$ cat src/rtl/gate_pkg.sv
// Shared opcode definitions for the gate-function datapath blocks.
package gate_pkg;

    localparam int GATE_OP_W = 3;

    typedef enum logic [GATE_OP_W-1:0] {
        GATE_AND   = 3'd0,
        GATE_OR    = 3'd1,
        GATE_XOR   = 3'd2,
        GATE_XNOR  = 3'd3,
        GATE_NAND  = 3'd4,
        GATE_NOR   = 3'd5,
        GATE_ANDOR = 3'd6,
        GATE_NOT   = 3'd7
    } gate_op_e;

    // Registered status bits that travel alongside each result.
    typedef struct packed {
        logic zero;
        logic ones;
        logic par;
    } gate_flags_t;

    localparam gate_flags_t GATE_FLAGS_RST = '{zero: 1'b1, ones: 1'b0, par: 1'b0};

endpackage

$ cat src/rtl/gate_op_core.sv
// Combinational bitwise gate evaluator; one lane of WIDTH bits, reusable per lane.
module gate_op_core
    import gate_pkg::*;
#(
    parameter int WIDTH = 4
) (
    input  logic [GATE_OP_W-1:0] op_i,
    input  logic [WIDTH-1:0]     a_i,
    input  logic [WIDTH-1:0]     b_i,
    input  logic [WIDTH-1:0]     c_i,
    input  logic [WIDTH-1:0]     d_i,
    output logic [WIDTH-1:0]     res_o
);

    gate_op_e op;
    assign op = gate_op_e'(op_i);

    always_comb begin
        res_o = '0;
        case (op)
            GATE_AND:   res_o = a_i & b_i;
            GATE_OR:    res_o = a_i | b_i;
            GATE_XOR:   res_o = a_i ^ b_i;
            GATE_XNOR:  res_o = a_i ~^ b_i;
            GATE_NAND:  res_o = ~(a_i & b_i);
            GATE_NOR:   res_o = ~(a_i | b_i);
            GATE_ANDOR: res_o = (a_i & b_i) | (c_i & d_i);
            GATE_NOT:   res_o = ~a_i;
            default:    res_o = '0;
        endcase
    end

endmodule

$ cat src/rtl/gate_logic_pipe.sv
// Registered gate block: one-deep output stage with valid/ready, reduction flags
// and a saturating count of accepted transactions.
module gate_logic_pipe
    import gate_pkg::*;
#(
    parameter int WIDTH = 4,
    parameter int CNT_W = 16
) (
    input  logic                 clk,
    input  logic                 rst,
    input  logic                 in_valid,
    output logic                 in_ready,
    input  logic [GATE_OP_W-1:0] op,
    input  logic [WIDTH-1:0]     a,
    input  logic [WIDTH-1:0]     b,
    input  logic [WIDTH-1:0]     c,
    input  logic [WIDTH-1:0]     d,
    output logic                 out_valid,
    input  logic                 out_ready,
    output logic [WIDTH-1:0]     result,
    output logic                 flag_zero,
    output logic                 flag_ones,
    output logic                 flag_par,
    output logic [CNT_W-1:0]     txn_count
);

    if (WIDTH < 1) begin : g_bad_width
        $error("gate_logic_pipe: WIDTH must be >= 1");
    end
    if (CNT_W < 1) begin : g_bad_cnt
        $error("gate_logic_pipe: CNT_W must be >= 1");
    end

    logic [WIDTH-1:0] core_res;
    gate_flags_t      core_flags;

    logic             valid_q, valid_d;
    logic [WIDTH-1:0] res_q,   res_d;
    gate_flags_t      flags_q, flags_d;
    logic [CNT_W-1:0] cnt_q,   cnt_d;
    logic             accept;

    gate_op_core #(.WIDTH(WIDTH)) u_core (
        .op_i  (op),
        .a_i   (a),
        .b_i   (b),
        .c_i   (c),
        .d_i   (d),
        .res_o (core_res)
    );

    // Flags are derived before the register so they stay aligned with result.
    assign core_flags.zero = ~|core_res;
    assign core_flags.ones = &core_res;
    assign core_flags.par  = ^core_res;

    // The slot is free when empty or when its occupant leaves this edge.
    assign in_ready = ~valid_q | out_ready;
    assign accept   = in_valid & in_ready;

    always_comb begin
        valid_d = valid_q;
        res_d   = res_q;
        flags_d = flags_q;
        cnt_d   = cnt_q;
        if (accept) begin
            valid_d = 1'b1;
            res_d   = core_res;
            flags_d = core_flags;
            if (~&cnt_q) begin
                cnt_d = cnt_q + CNT_W'(1);
            end
        end else if (out_ready) begin
            valid_d = 1'b0;
        end
    end

    always_ff @(posedge clk) begin
        if (rst) begin
            valid_q <= 1'b0;
            res_q   <= '0;
            flags_q <= GATE_FLAGS_RST;
            cnt_q   <= '0;
        end else begin
            valid_q <= valid_d;
            res_q   <= res_d;
            flags_q <= flags_d;
            cnt_q   <= cnt_d;
        end
    end

    assign out_valid = valid_q;
    assign result    = res_q;
    assign flag_zero = flags_q.zero;
    assign flag_ones = flags_q.ones;
    assign flag_par  = flags_q.par;
    assign txn_count = cnt_q;

endmodule

$ cat config.mk
export PLATFORM = sky130hd
export DESIGN_NAME = gate_logic_pipe
export DESIGN_NICKNAME = d
export VERILOG_FILES = /design/src/rtl/gate_pkg.sv /design/src/rtl/gate_op_core.sv /design/src/rtl/gate_logic_pipe.sv
export SDC_FILE = /design/constraint.sdc
export NUM_CORES = 1
export LEC_CHECK = 0
export CAP_MARGIN = 10
export CORE_MARGIN = 2
export CORE_UTILIZATION = 43
export CTS_CLUSTER_DIAMETER = 150
export DETAILED_ROUTE_END_ITERATION = 6
export PLACE_DENSITY = 0.76
export SLEW_MARGIN = 10
export SYNTH_ARGS = -nofsm -noshare
export SYNTH_HDL_FRONTEND = slang
export SYNTH_SLANG_ARGS = --single-unit
$ cat constraint.sdc
create_clock -name clk -period 2.1 [get_ports clk]
set_input_delay 0.42 -clock clk [delete_from_list [all_inputs] [get_ports clk]]
set_output_delay 0.42 -clock clk [all_outputs]
set_load 0.1 [all_outputs]
# Word-level counts from Yosys, hierarchy flattened

Cells that the tools add are included.

Bits in registers: 24
Input bits: 23
Output and inout port bits: 25
Word-level logic and storage cells: 38

$add $sub $neg: 1
Eq/ne operators: 7
Muxes and demuxes: 3
Bitwise operators: 13
Reductions and logical operators: 8

Operator list:

| operator                                       | count |
|---|---|
| one-hot mux 4 bit (8 select lines)             | 1 |
| adder 16 x 1 -> 16 bit (second input constant) | 1 |
| AND reduction 16 bit                           | 1 |
| == test 3 bit (second input constant)          | 4 |
| inverter 4 bit                                 | 3 |
| AND 4 bit                                      | 2 |
| bitwise OR 4 bit                               | 2 |
| == test 3 x 2 -> 1 bit (second input constant) | 2 |
| AND reduction 4 bit                            | 1 |
| OR reduction 4 bit                             | 1 |
| XOR reduction 4 bit                            | 1 |
| XNOR 4 bit                                     | 1 |
| bitwise XOR 4 bit                              | 1 |
| == test 3 x 1 -> 1 bit (second input constant) | 1 |
| zero test 3 bit                                | 1 |
| two-way mux 1 bit                              | 2 |
| inverter 1 bit                                 | 2 |
| AND reduction 2 bit                            | 1 |
| nonzero test 2 bit                             | 1 |
| AND 1 bit                                      | 1 |
| zero test 1 bit                                | 1 |
| bitwise OR 1 bit                               | 1 |

# Longest topological paths before layout

Gate-level depths: netlist of the first run.

Word-level depth: 5
Depth in mapped cells: 10
Depth with buffers taken out: 10

# By module

A second synthesis of the first run with hierarchy kept.

Cell total of the unflattened synthesis: 203
Area, all modules: 1667.8 um^2

By module, submodules not included:

| module          | times used | cells each | area an instance (um^2) | seq. area each (um^2) |
|---|---|---|---|---|
| gate_logic_pipe | 1          | 143        | 1236.2                  | 480.5 |
| gate_op_core    | 1          | 60         | 431.7                   | 0.0 |

# Least setup slack after synthesis of the first run

Ideal clock, no wire load.

Path type: register to register
Start point: register valid_q (netlist: out_valid)
End point: register cnt_q[0] (netlist: txn_count[0])
Library setup time: 0.128 ns
Arrival time: 2.571 ns
Required time: 1.972 ns
Path slack: -0.599 ns
Cell stages (with the launch flop): 7
Path buffers: 1
Clock period less this slack: 2.699 ns
Cells stage by stage: dfxtp_1 > nand2b_2 > nand2_1 > clkbuf_1 > nor2_1 > xnor2_1 > nor2_1

Longest elaborated chain between the ends: 4

Ends and longest elaborated chain:

| what                                 | RTL line              | text |
|---|---|---|
| start, declared                      | gate_logic_pipe.sv:37 | `logic valid_q, valid_d;` |
| start signal, assigned               | gate_logic_pipe.sv:85 | `valid_q <= valid_d;` |
| inverter 1 bit                       | gate_logic_pipe.sv:58 | `assign in_ready = ~valid_q \| out_ready;` |
| bitwise OR 1 bit                     | gate_logic_pipe.sv:58 |  |
| via in_ready                         | gate_logic_pipe.sv:12 | `output logic in_ready,` |
| AND 1 bit                            | gate_logic_pipe.sv:59 | `assign accept = in_valid & in_ready;` |
| AND reduction 2 bit (no source line) | --                    |  |
| end signal, assigned                 | gate_logic_pipe.sv:88 | `cnt_q <= cnt_d;` |
| end, declared                        | gate_logic_pipe.sv:40 | `logic [CNT_W-1:0] cnt_q, cnt_d;` |

The timed path passes the listed nets, and every way through them passes these cells.
A chain may end at the register's enable or synchronous reset.

# Final worst setup path of the first run

Start point: input a[2]
End point: register flags_q (netlist bit flag_zero)

Longest elaborated chain between the ends: 5
Elaborated cells between the ends (all ways): 11
Those cells by class: 1 x mux; 8 x bitwise; 2 x reduce/logical

Ends and longest elaborated chain:

| what                                          | RTL line              | text |
|---|---|---|
| start, declared                               | gate_logic_pipe.sv:14 | `input logic [WIDTH-1:0] a,` |
| AND 4 bit or bitwise OR 4 bit (tied branches) | --                    |  |
| bitwise OR 4 bit (tied with other cells)      | gate_op_core.sv:27    | `GATE_ANDOR: res_o = (a_i & b_i) \| (c_i & d_i);` |
| one-hot mux 4 bit (8 select lines) (*)        | gate_op_core.sv:20    | `case (op)` |
| OR reduction 4 bit (*)                        | gate_logic_pipe.sv:53 | `assign core_flags.zero = ~\|core_res;` |
| zero test 1 bit (*)                           | gate_logic_pipe.sv:53 |  |
| end signal, assigned                          | gate_logic_pipe.sv:87 | `flags_q <= flags_d;` |
| end, declared                                 | gate_logic_pipe.sv:39 | `gate_flags_t flags_q, flags_d;` |

Mark *: on every way between the ends. The rest lies on a longest branch, timed or not.

==> results of run 1 <==
[cell type report]
cell class	instances	share of cell area
Clock buffer	4	0.0215
Inverter	13	0.0191
Multi-Input combinational cell	157	0.484
Sequential cell	24	0.196
Tap cell	48	0.0235
Timing Repair Buffer	81	0.256
[path summary, 6_finish.rpt]
path | start | end | depth (start not counted)
worst max register to register | txn_count[0] | txn_count[8] | 6
worst min register to register | result[0] | result[0] | 2
worst min-delay path | result[0] | result[0] | 2
worst max-delay path | a[2] | flag_zero | 9
[logic make-up (layout without fill, tap and decap cells)]
family	Yosys count	count (layout)	synth area share
buffers and inverters	22	98	0.0583
DFF	24	24	0.280
adders and majority gates	15	15	0.109
and+or+nand+nor	89	89	0.316
AOI/OAI and AO/OA	41	41	0.176
xor gates and xnor gates	12	12	0.0612
[power groups by stage]
stage / logic (mW) / clock network (mW) / registers [mW]
floorplan: 0.153 / 0 / 0.615
global placement: 0.418 / 0 / 0.500
detailed placement: 0.423 / 0 / 0.499
CTS: 0.440 / 0.315 / 0.489
global route: 0.476 / 0.333 / 0.491
finish: 0.441 / 0.310 / 0.489
[metal layers]
metal,vias up,wire [um],track usage
li1,879,-,-
met4,0,36,0.0459
met1,791,1930,0.253
met2,41,1810,0.322
met5,-,0,0
met3,4,229,0.0433
[repair_timing]
action,in CTS,in global routing
hold endpoints to repair,0,0
setup endpoints to repair,3,3
setup buffers,2,0
pin swaps,13,3
cloned,0,0
resized for setup,31,6
[worst max-delay path: stages]
cell and delay (ns):
sky130_fd_sc_hd__dlygate4sd2_1 0.26, sky130_fd_sc_hd__ha_1 0.24, sky130_fd_sc_hd__nor2b_1 0.15, sky130_fd_sc_hd__o31ai_2 0.20, sky130_fd_sc_hd__a311oi_2 0.07, sky130_fd_sc_hd__or2_4 0.26, sky130_fd_sc_hd__ha_1 0.18, sky130_fd_sc_hd__and3_1 0.15
sky130_fd_sc_hd__a211o_1 0.26
[sequential cells by signal, indices dropped and copies added, names as in the netlist]
name,flops
flag_ones,1
flag_par,1
flag_zero,1
out_valid,1
result,4
txn_count,16
[cell usage in the layout (no fill, tap or decap), types with 2 or more instances in the layout]
cell	instances
sky130_fd_sc_hd__a211oi_1	4
sky130_fd_sc_hd__nor2_1	21
sky130_fd_sc_hd__buf_2	2
sky130_fd_sc_hd__a21o_1	2
sky130_fd_sc_hd__o41ai_1	2
sky130_fd_sc_hd__dlygate4sd2_1	7
sky130_fd_sc_hd__nor2b_1	5
sky130_fd_sc_hd__a211o_1	2
sky130_fd_sc_hd__ha_1	13
sky130_fd_sc_hd__nand3b_1	2
sky130_fd_sc_hd__a211oi_2	4
sky130_fd_sc_hd__nand2_1	15
sky130_fd_sc_hd__and3_4	2
sky130_fd_sc_hd__o21ai_0	5
sky130_fd_sc_hd__nor3_1	7
sky130_fd_sc_hd__nand2b_1	5
sky130_fd_sc_hd__a21oi_1	6
sky130_fd_sc_hd__dfxtp_2	16
sky130_fd_sc_hd__xnor2_1	12
sky130_fd_sc_hd__inv_1	12
sky130_fd_sc_hd__buf_4	57
sky130_fd_sc_hd__a31oi_1	3
sky130_fd_sc_hd__clkdlybuf4s50_1	11
sky130_fd_sc_hd__nand4_2	2
sky130_fd_sc_hd__nand2b_4	2
sky130_fd_sc_hd__nand4_1	3
sky130_fd_sc_hd__nor4b_2	2
sky130_fd_sc_hd__nor4_1	3
sky130_fd_sc_hd__o21ai_2	2
sky130_fd_sc_hd__nand3_1	7
sky130_fd_sc_hd__dfxtp_1	8
sky130_fd_sc_hd__clkbuf_8	4
[stage by stage]
stage,worst slack [ns],hold WS [ns],power [mW],util,std cells
2_1_floorplan,0.00436,0.542,0.768,-,203
3_5_place_dp,-0.598,0.451,0.922,0.650,321
6_report,0.0712,0.467,1.24,0.683,327
3_3_place_gp,-0.513,0.455,0.917,0.650,321
4_1_cts,0.0421,0.471,1.24,0.680,327
5_1_grt,-0.00768,0.491,1.30,0.683,327
==> run summary, run 1 <==
The run finished with clean final reports. In this run the tool buffered the top-level ports with 47 buffer cells. The count of final setup violators is 0, and the count of inserted antenna diode cells is 0.

For the total routed wirelength, the log shows 4.00 mm. In the post-synthesis netlist, the biggest area contributors are sky130_fd_sc_hd__dfxtp_1 (28%), sky130_fd_sc_hd__ha_1 (11%), sky130_fd_sc_hd__xnor2_1 (6.1%). In this run the count of I/O pins placed on the die edge is 48.

The count of nets left with antenna violations once routing finished came out at 0. Summing over every cut layer, the via total after detailed routing is 1715. The fraction of layout instances using a drive strength above 1 was 0.401; the total clock buffers created by CTS was 3. Setup repair after global routing could not meet its margin everywhere.

For this run, the post-layout net count is 318. The number of enable flip-flop cells after synthesis works out to 0. The initial antenna violation count is 0. The share of the clock period used by the worst path after layout came out at 0.966. The final number of max-transition violations is 0. The proportion of total power due to net switching came out at 0.336. The setup check on the worst reg-to-reg path leaves a slack of 0.48 ns.

Derived from the worst setup path, the maximum achievable clock frequency is 493 MHz. The async set or reset register ratio after synthesis is 0, and the number of filler cells placed in the layout is 324. The wire length of the first global-routing pass was 6.76 mm. For the placeable core region, the log shows 3740 um^2. During synthesis, Yosys emitted a total of 0 warnings. The kind of path behind the tightest hold check was reg -> reg. The run gives 417 uW as the net switching component of the power. The required time reported for the critical path endpoint came out at 2.26 ns.

After synthesis, the most frequently instantiated cells are sky130_fd_sc_hd__dfxtp_1 (24), sky130_fd_sc_hd__nor2_1 (22), sky130_fd_sc_hd__ha_1 (15), sky130_fd_sc_hd__nand2_1 (15), sky130_fd_sc_hd__inv_1 (13). TritonCTS built the clock tree. Detailed placement finished with a half-perimeter wire length of 3.12 mm. The relative contribution of the clock network to total power is 0.250.

The share of total power in sequential cells was 0.394. Cell with the most instances after synthesis: sky130_fd_sc_hd__dfxtp_1. The netlist uses 50 different library cells. The die covers 4520 um^2. The cell area after synthesis was 1720 um^2.

The logs give 203 for the post-synthesis cell count and 0 for the cts-stage hold buffer count. The most used flip-flop cell after synthesis is sky130_fd_sc_hd__dfxtp_1. In this run the core area contains 22 standard-cell rows. Final design instance area without fill: 2560 um^2. For the final-report hold violation count, the log shows 0. The run gives 2430 um^2 as the instance area at placement. The per-cell routed wire length is 12.2 um, and the total track usage is 0.193. The area growth from synthesis to layout is 48.9%.

The logs give 1240 um^2 for the multi-input gate area in the final layout and 1 for the total number of H-tree levels. The average size of a mapped cell was 8.46 um^2; the clock transition at the register clock pins on the worst setup and hold paths after CTS was 0.08 ns. Routability-driven placement finished with a final weighted congestion of 0.831.

The kind of start point of the critical path was an input pin. Entering global routing, the biggest net connects 14 pins. After synthesis the netlist holds a flip-flop and latch count of 24.

The relative max-transition margin is 0.676. For the total number of clock tree sinks, the log shows 24. The internal power was 823 uW; the worst IR drop on VDD was 0.499 mV. The shortest clock period the worst path allows after layout works out to 2.03 ns. For the number of optimization iterations in the first detailed-route pass, the log shows 4. For this design the ratio of total power to cell area is 485 nW/um^2. STA classifies the critical path endpoint as a register. In the routed layout, each cell is associated on average with a via count of 5.24. For the total nets after synthesis, the log shows 241. The transition time of the tightest slew-check pin is 0.482 ns, and the share of total power in combinational logic is 0.356. The share of the synthesized area in the top cell type was 0.280. For the final routed database, the setup TNS stands at 0 ns. The logs give 0.280 for the share of synthesized area occupied by flip-flops and latches and 1.11 nW for the cell leakage power. Across the routed clock network, the largest skew measured is 0.000598 ns. The post-detailed-route DRC marker count came out at 0. The longest clock path from root to sink contains 2 buffers. In this run the clock root is driven by a sky130_fd_sc_hd__clkbuf_8.

Global routing finished with a remaining overflow of 0. Across the run, the number of max-cap violations was 0. The floorplan step set the die height to 67.2 um.

The tools report the violation count after the first detailed-route iteration as 87. Along the worst path, the maximum fanout reaches 3. For the worst setup path, the data arrival time is 2.19 ns.

Measured along the x axis, the die boundary spans 67.2 um. Summed over all instances, the cell type with the most area after synthesis is sky130_fd_sc_hd__dfxtp_1. The clock latency reported for the late side of the worst-skew pair came out at 0.27 ns. The tools report the number of global-route vias before repair as 1595. Summing all flip-flop and latch instances after layout gives 500 um^2.

Initial cell density of the core: 0.459. The kind of critical path was in -> reg.
(Power assumes the default switching activity.)
==> run 2, diff against run 1 <==
Settings changed: CORE_UTILIZATION 43 to 55, DONT_BUFFER_PORTS set to 1, MAX_ROUTING_LAYER set to met4, PLACE_DENSITY 0.76 to 0.7.
Clock period 2.1 ns to 1.95 ns, I/O delays scaled along.
==> run 2 against run 1 <==
Hold slack got worse by 0.36 ns. Total power down 10%. Combinational power is 19% lower. Largest cell class unchanged.
==> run summary, run 2 (synthesis gave the netlist of run 1 again) <==
Setup violations remaining at the end of the flow were counted as 0. For this run, design rule violations remaining after detail routing come to 0. Clock-pin slew was measured on the worst setup and hold paths at 0.14 ns. The floorplan step defined a core boundary enclosing 3000 um^2. The placement-stage worst setup slack was -0.167 ns. The top cell types in the final layout, fill and taps aside, are sky130_fd_sc_hd__buf_4 (33), sky130_fd_sc_hd__nor2_1 (22), sky130_fd_sc_hd__nand2_1 (15), sky130_fd_sc_hd__ha_1 (14), sky130_fd_sc_hd__dfxtp_2 (14). The final-report hold violation count is 0, and the total congestion overflow after global routing is 0. The detailed router finished its first iteration with 107 violations. The total track usage was 0.251; the worst stage delay on the critical path was 0.33 ns. At the worst endpoint, the arrival time is 2.05 ns. The final number of max-transition violations was 0; the worst hold margin was 0.104 ns.

For the final database, setup skew stands at 0.00877 ns. Post-CTS repair changed the size of 0 cells. The required time reported for the critical path endpoint was 2.20 ns; the via count normalized by instance count was 6.01.

The HPWL after detailed placement is 3.15 mm, and the deepest clock path buffer count is 2. The relative max-transition margin is 0.658, and the height of the chip is 59.9 um. Pin placement for this block handled 48 I/O pins. The share of the clock period used by the worst path after layout was 0.925.

The kind of start point of the critical path was an input pin. The worst register-to-register path has a setup slack of 0.23 ns. In this run the power density over the cells is 540 nW/um^2. The path with the worst hold slack has its endpoint at txn_count[14]. Entering global routing, the biggest net connects 27 pins.

The tools report the cts-stage hold buffer count as 0. The combined buffer and inverter count along the critical path came out at 0. The kind of path behind the tightest hold check is in -> reg.

During placement, the flow inserted port buffers numbering 0. The tools report the worst IR drop on VDD as 0.355 mV. For the initial cell density of the core, the log shows 0.572.

In this run, CTS created clock tree buffers numbering 3. For the pin with the worst max-slew slack, the measured transition is 0.509 ns. Routability-driven placement finished with a final weighted congestion of 0.844. Hold path startpoint: rst.

The initial antenna violation count was 0. Across the run, the number of max-cap violations was 0. TritonCTS built the clock tree.

The slowest cell on the critical path was sky130_fd_sc_hd__a311oi_1. The run gives 1570 as the number of global-route vias before repair. The tree is rooted in a sky130_fd_sc_hd__clkbuf_4. The worst setup path is captured at a register.

The count of inserted antenna diode cells is 0. The tools report the number of buffers inserted by post-CTS setup repair as 0. The design draws 1.11 mW. The die area was 3590 um^2. The signal on the critical path passes through ha_1, a211oi_1, o31ai_1, a311oi_1, or2_2, ha_1, xnor2_1, a211oi_1. The shortest clock period the worst path allows after layout works out to 1.80 ns. Total number of H-tree levels: 1. Among cell families on the critical path, the largest total delay comes from compound AO/OA/AOI/OAI gates. The endpoint identified for the worst register-to-register timing path is txn_count[4]. The startpoint identified for the worst register-to-register timing path is txn_count[0]. The total number of clock tree sinks is 24, and the total routed wirelength is 4.07 mm.

Setup repair after global routing left no endpoint under its margin. The tools report the setup total negative slack as 0 ns. The most critical setup path has its startpoint at a[2]. The run gives 20 as the site row count.

The analysis attributes to cell leakage a power of 0.850 nW. The instance count along the most critical hold path came out at 1. The run finished with clean final reports. The maximum fanout along the worst path came out at 3.

The tools report the worst-case setup margin in the final layout as 0.145 ns. The flip-flop count of the largest register after layout was 16; the via count was 1586. The number of cells on the worst reg-to-reg path is 5. For the worst-skew pair, the clock arrives at the later sink with an insertion delay of 0.32 ns. The first global-routing pass estimated 6.73 mm of wire.

The horizontal die dimension was 59.9 um; the net total in the final layout was 270. The fraction of layout instances using a drive strength above 1 is 0.320. The critical path in this run is classified as in -> reg.

The library cell used most frequently in the layout, excluding fill and tap cells, is sky130_fd_sc_hd__buf_4. The number of optimization iterations in the first detailed-route pass was 4; the relative area change from synthesis to final layout was 20.0%. Maximum clock rate: 554 MHz. The count of nets left with antenna violations after detail routing is 0, and the per-cell routed wire length is 15.4 um.
[run 2: worst max-delay path by stage]
| stage | slack, ns | cells after the start | end |
|---|---|---|---|
| 6_report | 0.15 | 8 | flag_par |
| 5_1_grt | 0.007 | 8 | flag_par |
| 4_1_cts | 0.17 | 8 | flag_par |
| 3_5_place_dp | -0.17 | 8 | flag_par |
| 3_3_place_gp | -0.08 | 8 | flag_zero |
| 2_1_floorplan | -0.06 | 10 | flag_par |
[run 2: layer usage]
metal	wire, um	vias up	GRT usage
met5	0	-	-
met4	16	0	0.0571
met3	287	6	0.0649
met2	2030	51	0.416
met1	1730	745	0.304
li1	-	784	-
[run 2: report_power, final]
group          total (mW)  leakage, nW  switching, mW  internal, mW
Sequential          0.526        0.204         0.0186         0.508
Clock               0.231       0.0154          0.156        0.0751
Combinational       0.356        0.630          0.233         0.123
Total                1.11        0.850          0.408         0.705
[run 2: final cells by class]
class                      count  area (um^2)
clock buffer                   3         22.5
timing repair buffer          33          248
inverter                      13         61.3
sequential                    24          509
tap                           33         41.3
multi-input combinational    157         1170
clock inverter                 1         3.75
fill                         252          942
[run 2: metrics by stage]
| stage | cell area, um^2 | util | std cells |
|---|---|---|---|
| finish | 2060 | 0.686 | 264 |
| global route | 2060 | 0.686 | 264 |
| CTS | 2060 | 0.686 | 264 |
| detailed placement | 2030 | 0.678 | 260 |
| global placement | 2030 | 0.678 | 260 |
| floorplan | 1800 | - | 203 |
==> run 3, diff against run 2 <==
Settings changed: CORE_UTILIZATION 55 to 45, PLACE_DENSITY 0.7 to not set.
==> run 3 against run 2 <==
Flip-flop and latch count unchanged. Design area up 3.3%. Largest power group unchanged. Worst setup slack better by 0.029 ns. Register-to-register slack worse by 0.03 ns. Non-clock buffer count up 4. Critical endpoint unchanged.
==> run summary, run 3 (synthesis gave the netlist of run 1 again) <==
The logs give 0 for the count of final setup violators and 0 for the count of instances resized after the clock tree is built. The tools report the total congestion overflow after global routing as 0. Kind of path behind the tightest hold check: in -> reg. The tools report the maximum number of pins on one net before global-route repair as 27.

The number of global-route vias before repair was 1575. The site row count is 22. The most common cell after layout, fill and taps aside is sky130_fd_sc_hd__buf_4.

Initial antenna violation count: 0. The tools report the kind of capture point of the worst setup path as a register. Of all nets on the critical path, the largest fanout is 4. Setup repair after global routing left no endpoint under its margin. The congestion estimate from routability-driven global placement came to 0.875.

The tools report the count of inserted antenna diode cells as 0. The die covers 4330 um^2. The smallest clock period supported by the final layout is computed as 1.78 ns. The worst-case IR drop observed on VDD is 0.491 mV.

On the final layout, the worst hold slack is 0.177 ns. The run finished with clean final reports. The register with the most flip-flops in the layout has 16 of them.

The per-cell routed wire length came out at 13.9 um. The share of the clock period used by the worst path after layout was 0.911; the clock latency reported for the late side of the worst-skew pair was 0.26 ns. The relative max-transition margin is 0.669.

After the first detailed-routing iteration, the DRC count stood at 74. The via count normalized by instance count was 5.59. In the layout the commonest cells are sky130_fd_sc_hd__buf_4 (37), sky130_fd_sc_hd__nor2_1 (22), sky130_fd_sc_hd__nand2_1 (15), sky130_fd_sc_hd__ha_1 (14), sky130_fd_sc_hd__dfxtp_2 (14). STA classifies the critical path startpoint as an input pin.

The logs give 2.13 ns for the required time reported for the critical path endpoint and 3.92 mm for the total routed wirelength. Once the clock tree was built, the setup fixing pass inserted 0 buffers. Compared with the post-synthesis result, the final layout area differs by 23.9%.

Number of optimization iterations in the first detailed-route pass: 4. After clock tree synthesis, the flow added hold-fix buffers numbering 0. TritonCTS built the clock tree. The tools report the placement-stage worst setup slack as -0.105 ns. The kind of critical path is in -> reg. The count of maximum capacitance violations is 0, and the count of nets left with antenna violations after detail routing is 0.

For the worst setup path, the data arrival time is 1.96 ns. The logs give 2 for the deepest clock path buffer count and 0.878 nW for the cell leakage power. The final-report hold violation count came out at 0. The total number of H-tree levels was 1; the total power of the final layout was 1.17 mW. In this run the horizontal extent of the chip is 65.8 um. The clock transition at the register clock pins on the worst setup and hold paths after CTS was 0.08 ns; the via count was 1581. After detailed routing, the number of remaining DRC violations is 0. From bottom edge to top edge, the die measures 65.8 um. Power density over the cells: 551 nW/um^2. The run gives 0.203 as the total track usage. Clock tree synthesis inserted a total of 3 buffers. The initial cell density of the core is 0.469. In this run the tool buffered the top-level ports with 0 buffer cells. The I/O pin count came out at 48. Worst-case setup margin in the final layout: 0.174 ns. In this run the clock root is driven by a sky130_fd_sc_hd__clkbuf_8.

For the pin with the worst max-slew slack, the measured transition is 0.493 ns. For the final number of max-transition violations, the log shows 0. For this design, the sink count on the clock tree is 24.

Fraction of layout instances using a drive strength above 1: 0.332. Once detailed placement completed, the half-perimeter wirelength came to 3.12 mm. The first global-routing pass estimated 6.80 mm of wire. The net total in the final layout is 274, and the post-route clock skew is 0.00553 ns.

Maximum clock rate: 563 MHz. The logs give 3660 um^2 for the placeable core region and 0.581 for the final cell utilization of the core.
run 3: where the power goes:
part	switching [mW]	leakage [nW]	total [mW]	internal, mW
combinational	0.236	0.651	0.365	0.128
sequential	0.0131	0.204	0.520	0.507
clock	0.147	0.0231	0.288	0.141
total	0.397	0.878	1.17	0.776
run 3: worst paths after layout:
path         cells past startpoint    startpoint           end  slack [ns]
max                             10          a[3]      flag_par        0.17
max reg2reg                      6  txn_count[0]  txn_count[2]        0.20
min                              1           rst  txn_count[4]        0.18
min reg2reg                      2     result[0]     result[0]        0.47
run 3: cell type report:
cell class	instances	area [um^2]
tap	48	60.1
sequential	24	509
multi-input combinational	157	1170
clock buffer	3	41.3
timing repair buffer	37	278
inverter	13	61.3
fill	367	1530
clock inverter	1	3.75
run 3: per-stage QoR:
stage / std cells / instance area, um^2 / TNS [ns]
after floorplan: 203 / 1800 / -0.0860
after CTS: 283 / 2130 / 0
final: 283 / 2130 / 0
after global routing: 283 / 2130 / 0
after detailed placement: 279 / 2080 / -0.207
after global placement: 279 / 2080 / -0.124
run 3: metal layers:
metal / up-vias / routed length [um] / global-route usage
met5: - / 0 / -
met4: 0 / 8 / 0.0234
met3: 2 / 284 / 0.0477
met2: 52 / 1820 / 0.345
met1: 737 / 1810 / 0.255
li1: 790 / - / -
run 3: worst max-delay path: stages:
cell and delay, ns:
sky130_fd_sc_hd__inv_8 0.01, sky130_fd_sc_hd__ha_4 0.24, sky130_fd_sc_hd__nand2b_4 0.10, sky130_fd_sc_hd__o21ai_1 0.05, sky130_fd_sc_hd__o211a_1 0.25, sky130_fd_sc_hd__a2111oi_4 0.21
sky130_fd_sc_hd__or2_1 0.15, sky130_fd_sc_hd__ha_1 0.23, sky130_fd_sc_hd__xnor2_1 0.13, sky130_fd_sc_hd__a211oi_1 0.18
